## config.mk

```make
export PLATFORM = sky130hd
export DESIGN_NAME = hazard_ctrl
export DESIGN_NICKNAME = d
export VERILOG_FILES = /design/src/rtl/hazard_pkg.sv /design/src/rtl/hazard_ctrl_op_class.sv /design/src/rtl/hazard_ctrl.sv
export SDC_FILE = /design/constraint.sdc
export NUM_CORES = 1
export LEC_CHECK = 0
export CORE_ASPECT_RATIO = 2
export CORE_MARGIN = 2
export CORE_UTILIZATION = 45
export CTS_CLUSTER_SIZE = 24
export DETAILED_ROUTE_END_ITERATION = 10
export DONT_BUFFER_PORTS = 1
export GPL_TIMING_DRIVEN = 0
export MAX_ROUTING_LAYER = met4
export PLACE_DENSITY = 0.6
export SETUP_SLACK_MARGIN = 0.1
export SLEW_MARGIN = 10
export SYNTH_ARGS = -nofsm -noshare
export SYNTH_HDL_FRONTEND = slang
export SYNTH_SLANG_ARGS = --single-unit
```

## constraint.sdc

```tcl
create_clock -name clock -period 2.2 [get_ports clock]
set_input_delay 0.44 -clock clock [delete_from_list [all_inputs] [get_ports clock]]
set_output_delay 0.44 -clock clock [all_outputs]
set_load 0.05 [all_outputs]
```

## src/rtl/hazard_pkg.sv

```systemverilog
// hazard_pkg: shared definitions for the pipeline interlock controller.
//   - RV32 base opcodes used for hazard classification
//   - forward-select encodings driven onto fwd_a / fwd_b
//   - interlock FSM states
//   - shadow-slot and opcode-class structs, plus the RAW match helper
package hazard_pkg;

  localparam logic [6:0] OP_R      = 7'b0110011;
  localparam logic [6:0] OP_I      = 7'b0010011;
  localparam logic [6:0] OP_LOAD   = 7'b0000011;
  localparam logic [6:0] OP_STORE  = 7'b0100011;
  localparam logic [6:0] OP_BRANCH = 7'b1100011;
  localparam logic [6:0] OP_JAL    = 7'b1101111;
  localparam logic [6:0] OP_JALR   = 7'b1100111;
  localparam logic [6:0] OP_LUI    = 7'b0110111;
  localparam logic [6:0] OP_AUIPC  = 7'b0010111;
  localparam logic [6:0] OP_SYSTEM = 7'b1110011;

  localparam logic [1:0] FWD_REG = 2'b00;
  localparam logic [1:0] FWD_MEM = 2'b01;
  localparam logic [1:0] FWD_WB  = 2'b10;

  typedef enum logic [1:0] {
    RUN   = 2'd0,
    DRAIN = 2'd1,
    HALT  = 2'd2
  } state_t;

  // Slot rd is stored at a fixed width so the struct can live here;
  // instances zero-extend their REG_W-wide indices (REG_W <= RD_W_MAX).
  localparam int unsigned RD_W_MAX = 8;

  typedef struct packed {
    logic                valid;
    logic [RD_W_MAX-1:0] rd;
    logic                wen;
    logic                is_load;
    logic                is_ecall;
  } slot_t;

  typedef struct packed {
    logic use_rs1;
    logic use_rs2;
    logic wen;
    logic is_load;
    logic is_ecall;
  } op_info_t;

  // RAW match of one source index against one in-flight producer; x0 never matches.
  function automatic logic slot_hit(slot_t s, logic [RD_W_MAX-1:0] src);
    return s.valid && s.wen && (src != '0) && (s.rd == src);
  endfunction

endpackage

```

## src/rtl/hazard_ctrl_op_class.sv

```systemverilog
// op_class: combinational opcode classifier.
//   opcode : 7-bit major opcode of the instruction in decode
//   info   : {use_rs1, use_rs2, wen, is_load, is_ecall}
// wen here is the raw class write-enable; the rd != 0 qualification is left
// to the consumer, which has the rd field.
module op_class
  import hazard_pkg::*;
(
  input  logic [6:0] opcode,
  output op_info_t   info
);

  always_comb begin
    info = '0;
    case (opcode)
      OP_R:      begin info.use_rs1 = 1'b1; info.use_rs2 = 1'b1; info.wen = 1'b1; end
      OP_STORE,
      OP_BRANCH: begin info.use_rs1 = 1'b1; info.use_rs2 = 1'b1; end
      OP_I,
      OP_JALR:   begin info.use_rs1 = 1'b1; info.wen = 1'b1; end
      OP_LOAD:   begin info.use_rs1 = 1'b1; info.wen = 1'b1; info.is_load = 1'b1; end
      OP_JAL,
      OP_LUI,
      OP_AUIPC:  info.wen = 1'b1;
      OP_SYSTEM: info.is_ecall = 1'b1;
      default:   info = '0;
    endcase
  end

endmodule

```

## src/rtl/hazard_ctrl.sv

```systemverilog
// hazard_ctrl: interlock controller for the 5-stage pipeline, beside decode.
//   clock, reset_n        : rising-edge clock, async active-low reset
//   d_valid/d_opcode/d_rd/d_rs1/d_rs2 : instruction currently in ID
//   e_redirect            : taken branch/jump in EX
//   stall_f, stall_d      : hold PC / hold IF/ID
//   flush_d, bubble_e     : invalidate IF/ID / load NOP into ID/EX
//   fwd_a, fwd_b          : registered EX operand selects (00 rf, 01 MEM, 10 WB)
//   halt                  : sticky, set once an ECALL has drained the pipe
// EX/MEM/WB occupancy is shadowed in three slots; the regfile bypasses
// same-cycle WB writes, so only EX and MEM are compared.
module hazard_ctrl
  import hazard_pkg::*;
#(
  parameter bit          FWD_EN = 1'b1,
  parameter int unsigned REG_W  = 5
) (
  input  logic             clock,
  input  logic             reset_n,
  input  logic             d_valid,
  input  logic [6:0]       d_opcode,
  input  logic [REG_W-1:0] d_rd,
  input  logic [REG_W-1:0] d_rs1,
  input  logic [REG_W-1:0] d_rs2,
  input  logic             e_redirect,
  output logic             stall_f,
  output logic             stall_d,
  output logic             flush_d,
  output logic             bubble_e,
  output logic [1:0]       fwd_a,
  output logic [1:0]       fwd_b,
  output logic             halt
);

  op_info_t info;
  state_t   state;
  slot_t    ex_s, mem_s, wb_s, ex_n;

  logic [RD_W_MAX-1:0] rd_x, rs1_x, rs2_x;
  logic run, ex_a, ex_b, mem_a, mem_b, hazard, redirect, stall, issue;
  logic [1:0] fa_n, fb_n;
  logic unused_slot_bits;

  op_class u_op_class (
    .opcode (d_opcode),
    .info   (info)
  );

  assign rd_x  = RD_W_MAX'(d_rd);
  assign rs1_x = RD_W_MAX'(d_rs1);
  assign rs2_x = RD_W_MAX'(d_rs2);

  assign run   = (state == RUN);
  assign ex_a  = info.use_rs1 & slot_hit(ex_s,  rs1_x);
  assign ex_b  = info.use_rs2 & slot_hit(ex_s,  rs2_x);
  assign mem_a = info.use_rs1 & slot_hit(mem_s, rs1_x);
  assign mem_b = info.use_rs2 & slot_hit(mem_s, rs2_x);

  // With forwarding only a load in EX cannot be bypassed in time; without it
  // any in-flight producer in EX or MEM holds the consumer in ID.
  assign hazard = d_valid & run &
                  (FWD_EN ? ((ex_a | ex_b) & ex_s.is_load)
                          : (ex_a | ex_b | mem_a | mem_b));

  // A redirect is only meaningful if a real branch occupies EX; it kills the
  // ID instruction, so it takes priority over any stall on that instruction.
  assign redirect = run & ex_s.valid & e_redirect;
  assign stall    = hazard & ~redirect;
  assign issue    = d_valid & run & ~hazard & ~redirect;

  assign stall_f  = stall | (state == DRAIN) | (state == HALT);
  assign stall_d  = stall | (state == HALT);
  assign flush_d  = redirect | (state == DRAIN);
  assign bubble_e = stall | redirect;

  always_comb begin
    ex_n = '0;
    fa_n = FWD_REG;
    fb_n = FWD_REG;
    if (issue) begin
      ex_n.valid    = 1'b1;
      ex_n.rd       = rd_x;
      ex_n.wen      = info.wen & (d_rd != '0);
      ex_n.is_load  = info.is_load;
      ex_n.is_ecall = info.is_ecall;
      if (FWD_EN) begin
        fa_n = ex_a ? FWD_MEM : (mem_a ? FWD_WB : FWD_REG);
        fb_n = ex_b ? FWD_MEM : (mem_b ? FWD_WB : FWD_REG);
      end
    end
  end

  assign unused_slot_bits = ^{wb_s, mem_s.is_load, mem_s.is_ecall, ex_s.is_ecall};

  always_ff @(posedge clock or negedge reset_n) begin
    if (!reset_n) begin
      state <= RUN;
      ex_s  <= '0;
      mem_s <= '0;
      wb_s  <= '0;
      fwd_a <= FWD_REG;
      fwd_b <= FWD_REG;
      halt  <= 1'b0;
    end else begin
      wb_s  <= mem_s;
      mem_s <= ex_s;
      ex_s  <= ex_n;
      fwd_a <= fa_n;
      fwd_b <= fb_n;
      case (state)
        RUN:   if (issue && info.is_ecall) state <= DRAIN;
        DRAIN: if (!ex_s.valid && !mem_s.valid && !wb_s.valid) begin
                 state <= HALT;
                 halt  <= 1'b1;
               end
        HALT:  halt <= 1'b1;
        default: state <= RUN;
      endcase
    end
  end

endmodule

```

## Yosys cells after proc, flatten, opt, wreduce, memory -nomap -nowiden

Index checks and enable logic that the tools add are counted.

| storage, ports and cells | value |
|---|---|
| flip-flop bits (word level) | 29 |
| input bits | 26 |
| output and inout port bits | 9 |
| word-level logic and storage cells | 95 |

| operators by class | value |
|---|---|
| eq/ne operators | 18 |
| multiplexer cells | 17 |
| bitwise operators | 22 |
| reductions and logical operators | 26 |

Operator list:

| kind | count |
|---|---|
| $eq 8x5->1 | 4 |
| $eq 7x7->1 const B | 4 |
| $eq 7x6->1 const B | 3 |
| $mux 2 | 8 |
| $reduce_bool 8->1 | 2 |
| $eq 7x5->1 const B | 2 |
| $and 1x1->1 | 13 |
| $logic_and 1x1->1 | 13 |
| $mux 12 | 1 |
| $eq 7x2->1 const B | 1 |
| $reduce_or 7->1 | 1 |
| $mux 1 | 6 |
| $or 1x1->1 | 6 |
| $pmux 2 s3 | 1 |
| $reduce_or 6->1 | 1 |
| $reduce_bool 5->1 | 1 |
| $ne 2x1->1 const B | 2 |
| $logic_not 1->1 | 3 |
| $not 1->1 | 3 |
| $reduce_and 3->1 | 1 |
| $reduce_or 3->1 | 1 |
| $eq 2x1->1 const B | 1 |
| $eq 2x2->1 const B | 1 |
| $logic_not 2->1 | 1 |
| other kinds (3) | 3 |

## Longest topological paths before layout

| depth | value |
|---|---|
| depth after elaboration | 13 |
| mapped depth | 5 |
| gate-level depth less buffers | 5 |

## Cells and area by module

A second synthesis with hierarchy kept.

| unflattened totals | value |
|---|---|
| cell total of the unflattened synthesis | 106 |
| area total of the unflattened synthesis | 1171.1 sq um |

Modules (own cells, without submodules):

| module | times used | cells an instance | area an instance (sq um) | seq. area each (sq um) |
|---|---|---|---|---|
| hazard_ctrl | 1 | 92 | 1071.0 | 575.6 |
| op_class | 1 | 14 | 100.1 | 0.0 |

## Worst setup path before layout

OpenSTA, ideal clock, no wires.

| timing path | value |
|---|---|
| kind | input port to output port |
| from | input d_opcode[2] |
| to | output stall_f |
| arrival time | 1970 ps |
| required time | 1760 ps |
| path slack | -210 ps |
| cell stages on the path | 5 |
| path buffers | 0 |
| cell sequence | and4bb_2 o211ai_2 or4_4 a21boi_4 a211o_1 |

| between the ends | value |
|---|---|
| longest elaborated chain between the ends | 10 |
| elaborated cells on any way between the ends | 18 |
| those cells by class | 6 x eq/ne; 2 x mux; 8 x bitwise; 2 x reduce/logical |

RTL lines:

| element | line | text |
|---|---|---|
| start, declared | hazard_ctrl.sv:20 | `input logic [6:0] d_opcode,` |
| $eq 7x6->1, or another cell as far along | hazard_ctrl_op_class.sv:15 | `case (opcode)` |
| $reduce_or 6->1 (no line) or $reduce_or 3->1 (tied branches) | -- |  |
| $mux 1 | hazard_ctrl_op_class.sv:15 |  |
| $and 1x1->1, on equally long branches | hazard_ctrl.sv:53, hazard_ctrl.sv:54 |  |
| $or 1x1->1 (*) | -- |  |
| $and 1x1->1 (*) | hazard_ctrl.sv:61 | `(FWD_EN ? ((ex_a \| ex_b) & ex_s.is_load)` |
| $and 1x1->1 (*) | hazard_ctrl.sv:60 | `assign hazard = d_valid & run &` |
| $and 1x1->1 (*) | hazard_ctrl.sv:67 | `assign stall = hazard & ~redirect;` |
| $or 1x1->1 (*) (2 in a row) | hazard_ctrl.sv:70 | `assign stall_f = stall \| (state == DRAIN) \| (state == HALT);` |
| end, declared | hazard_ctrl.sv:25 | `output logic stall_f,` |

Every way passes the cells marked *; elsewhere a longest branch is shown, timed or not.

## Worst setup path in the final report

| timing path | value |
|---|---|
| from | register ex_s[7] (netlist bit) |
| to | output stall_f |

| between the ends | value |
|---|---|
| longest elaborated chain between the ends | 9 |
| elaborated cells on any way between the ends | 12 |
| those cells by class | 2 x eq/ne; 8 x bitwise; 2 x reduce/logical |

RTL lines:

| element | line | text |
|---|---|---|
| start, declared | hazard_ctrl.sv:36 | `slot_t ex_s, mem_s, wb_s, ex_n;` |
| start signal, assigned | hazard_ctrl.sv:106 | `ex_s <= ex_n;` |
| $eq 8x5->1 | hazard_pkg.sv:51 | `return s.valid && s.wen && (src != '0) && (s.rd == src);` |
| $logic_and 1x1->1 | hazard_pkg.sv:51 |  |
| $and 1x1->1, on equally long branches | hazard_ctrl.sv:53, hazard_ctrl.sv:54 |  |
| $or 1x1->1 (*) | -- |  |
| $and 1x1->1 (*) | hazard_ctrl.sv:61 |  |
| $and 1x1->1 (*) | hazard_ctrl.sv:60 |  |
| $and 1x1->1 (*) | hazard_ctrl.sv:67 |  |
| $or 1x1->1 (*) (2 in a row) | hazard_ctrl.sv:70 |  |

Marks and branches as above.

==> reports/qor.tcl <==
set qor(result_of_the_run) {finished, violations left}
set qor(failed_checks) {negative setup slack}
set qor(mostFrequentLayoutCell) {sky130_fd_sc_hd__dfrtp_1}
set qor(syn_area_um2) 1210
set qor(total_power_mw) 1.01
set qor(core-area_um2) 2540
set qor(post-route-min-period_ns) 2.38
set qor(seq_power_share) 0.517
set qor(cap_viol_max_count) 0
set qor(power.density_nw_per_um2) 732
set qor(die_x_um) 40.6
set qor(placement.setup.worst_slack_ns) -0.342
set qor(synthCells) 114
set qor(dr_total_vias) 897
set qor(routed_len_inst_um) 17.8
set qor(initial_utilization) 0.476
set qor(synth.ff_latch_count) 23
set qor(root_buffer_selected_by_cts) {sky130_fd_sc_hd__clkbuf_8}
set qor(path_max_fanout) 3
set qor(height_of_the_die_um) 77.3
set qor(cts_buffers) 3
set qor(synthXorXnorAreaFrac) 0.145
set qor(relSlewSlack) 0.320
set qor(design.portCount) 35
set qor(synthesized_area_fraction_occupied_by_and_or_nand_nor_cells) 0.263
set qor(fp-row-count) 26
set qor(synthesis.yosys.warnings) 0
set qor(cp.arrival_ns) 1.94
set qor(worst_slack_ns) -0.179
set qor(layout_common_cells) {22 x sky130_fd_sc_hd__dfrtp_1, 11 x sky130_fd_sc_hd__xor2_1, 9 x sky130_fd_sc_hd__xnor2_1}
set qor(finalCoreUtilization) 0.544
set qor(clock_tree.htree_level_count) 1
set qor(antenna_found_initial) 0
set qor(timing_worst_slew_pin_value_ns) 1.02
set qor(fin_crit_sh) 1.08
set qor(synth-seq-area-share) 0.477
set qor(timing.hold.worst.class) {in -> reg}
set qor(area.growth.synth_to_final_pct) 14.3
set qor(power.ir.vdd_worst_mv) 0.411
set qor(synth_top_family_by_area) {simple AND/OR/NAND/NOR gates}
set qor(setup_viol) 3
set qor(leakagePower_nw) 0.573
set qor(die_area_um2) 3140
set qor(critPathLaunchType) {flop}
set qor(first_pass_iters) 4
set qor(synthAdderAreaFrac) 0
set qor(achievable-frequency_mhz) 420
set qor(rsz0062_at_grt) {true}
set qor(grtUsageTotal) 0.207
set qor(antenna_violating_nets_post_route) 0
set qor(rrSetupSlack_ns) 0.36
set qor(drt_first_iter_violations) 16
set qor(routed_wirelength_um) 2700
set qor(post_synthesis_compound_gate_area_fraction) 0.112
set qor(globalplace.congestion) 0.790
set qor(first_global_vias) 997
set qor(total_switching_power_uw) 331
set qor(internal_power_uw) 679
set qor(grt_pass1_wl_um) 4410
set qor(worst-setup-path-type) {reg -> out}
set qor(grt_overflow_total) 0
set qor(combinational_power_share) 0.225
set qor(diodes) 0
set qor(layout.cells.non_filler) 152
set qor(power.switching_fraction) 0.328
set qor(timing.final.max_slew_violations) 0
set qor(postSynthAreaPerCell_um2) 10.6
set qor(timing.clock.skew_ns) 0.00531
set qor(finish.net_count) 151
set qor(place_inst) 142
set qor(drive_gt1_frac) 0.177
set qor(drc) 0
set qor(post_synth_num_cell_types) 32
set qor(synth_nets) 140
set qor(cts_tree) {yes}
set qor(synthMuxAreaShare) 0
set qor(clock_latency_ns) 0.26
set qor(worst_ep_required_time_ns) 1.76
set qor(clockPowerShare) 0.259
set qor(clkSlewWorstSetupHoldPaths_ns) 0.09
set qor(place.detailed.hpwl_um) 2110
set qor(maximum_number_of_pins_on_one_net_before_global_route_repair) 24
set qor(via_per_inst) 5.90
set qor(numClockSinks) 23
set qor(cts_max_path_buffers) 2
set qor(placement.io_buffers) 0
set qor(end_kind) {primary output}
set qor(finalHoldViolCount) 0
==> power by group through the flow <==
stage / logic, mW / clock network [mW] / registers (mW)
after floorplan: 0.173 / 0 / 0.526
after global placement: 0.191 / 0 / 0.537
after detailed placement: 0.194 / 0 / 0.537
after CTS: 0.219 / 0.267 / 0.527
after global routing: 0.248 / 0.292 / 0.527
final: 0.227 / 0.261 / 0.522
==> timing repair <==
item	in CTS	in global routing
endpoints found under the hold margin	23	0
hold buffers	1	0
buffers inserted	4	1
pin swaps	7	4
setup endpoints to repair	3	3
gates resized for setup	3	1
==> final timing paths <==
path / from / endpoint / depth (start not counted)
hold reg to reg: ex_s[2] / mem_s[2] / 0
setup reg to reg: state[1] / fwd_b[1] / 5
setup / recovery: ex_s[7] / stall_f / 5
hold / removal: d_opcode[6] / ex_s[1] / 3
max in group asynchronous: reset_n / ex_s[11] / 1
min in group asynchronous: reset_n / fwd_b[1] / 1
==> cells in the mapped netlist <==
cell,n,share of area
sky130_fd_sc_hd__dfrtp_1,23,0.48
sky130_fd_sc_hd__or4_1,2,0.012
sky130_fd_sc_hd__and4bb_2,1,0.010
sky130_fd_sc_hd__and4b_1,1,0.0083
sky130_fd_sc_hd__a211o_1,1,0.0073
sky130_fd_sc_hd__and3_1,2,0.010
sky130_fd_sc_hd__nor3_1,8,0.033
sky130_fd_sc_hd__nand3_1,3,0.012
sky130_fd_sc_hd__a211oi_1,1,0.0062
sky130_fd_sc_hd__or3_1,1,0.0052
sky130_fd_sc_hd__o211ai_1,1,0.0062
sky130_fd_sc_hd__a2111oi_0,1,0.0073
sky130_fd_sc_hd__a31o_2,1,0.0073
sky130_fd_sc_hd__nor2b_1,2,0.010
sky130_fd_sc_hd__nand2_1,5,0.016
sky130_fd_sc_hd__o211ai_2,1,0.010
sky130_fd_sc_hd__nor4_1,3,0.016
sky130_fd_sc_hd__and4b_2,1,0.0093
sky130_fd_sc_hd__nor3b_1,6,0.037
sky130_fd_sc_hd__or4_4,1,0.0093
sky130_fd_sc_hd__a21o_1,2,0.012
sky130_fd_sc_hd__a21boi_4,1,0.016
sky130_fd_sc_hd__nand4_1,5,0.026
sky130_fd_sc_hd__nand3b_1,2,0.012
sky130_fd_sc_hd__or2_2,2,0.010
sky130_fd_sc_hd__clkbuf_1,1,0.0031
sky130_fd_sc_hd__xnor2_1,9,0.065
sky130_fd_sc_hd__o21bai_1,1,0.0062
sky130_fd_sc_hd__a21boi_0,2,0.012
sky130_fd_sc_hd__xor2_1,11,0.080
sky130_fd_sc_hd__a21oi_1,5,0.021
sky130_fd_sc_hd__nor2_1,8,0.025
==> routing by layer <==
metal	routed length (um)	vias to the layer above	global-route usage
met5	0	-	-
met1	962	425	0.244
li1	-	437	-
met4	87	0	0.110
met3	140	6	0.0231
met2	1510	29	0.322
==> logic make-up after synthesis <==
logic type,Yosys count
buffers and inverters,1
XOR/XNOR,20
AND/OR/NAND/NOR,53
AO/OA/AOI/OAI,17
flip-flops,23
==> through the flow <==
step,TNS [ns],instance area [um^2],hold WS (ns)
3_3_place_gp,-0.617,1270,0.145
6_report,-0.468,1380,0.322
3_5_place_dp,-0.794,1270,0.145
2_1_floorplan,-0.105,1230,0.144
5_1_grt,-0.694,1380,0.312
4_1_cts,-0.587,1370,0.321
==> critical path, stage by stage, from the launching register on <==
cell                       delay (ns)
sky130_fd_sc_hd__dfrtp_1         0.42
sky130_fd_sc_hd__xnor2_1         0.15
sky130_fd_sc_hd__nand4_1         0.18
sky130_fd_sc_hd__or4_4           0.48
sky130_fd_sc_hd__a21boi_4        0.20
sky130_fd_sc_hd__a211o_4         0.25
==> final cells by class <==
type	instances	area (um^2)
well taps	28	35.0
fillers	245	1160
clock buffers	3	41.3
flip-flops and latches	23	577
clock inverters	1	5.00
plain buffers	1	3.75
multi-input cells	90	671
repair buffers	6	47.5
==> flip-flops by register name (all words and copies together), names as in the netlist <==
register / flops
halt: 1
ex_s: 8
fwd_a: 2
state: 2
mem_s: 7
fwd_b: 2
wb_s: 1
Power figures use the tool's default switching activity.
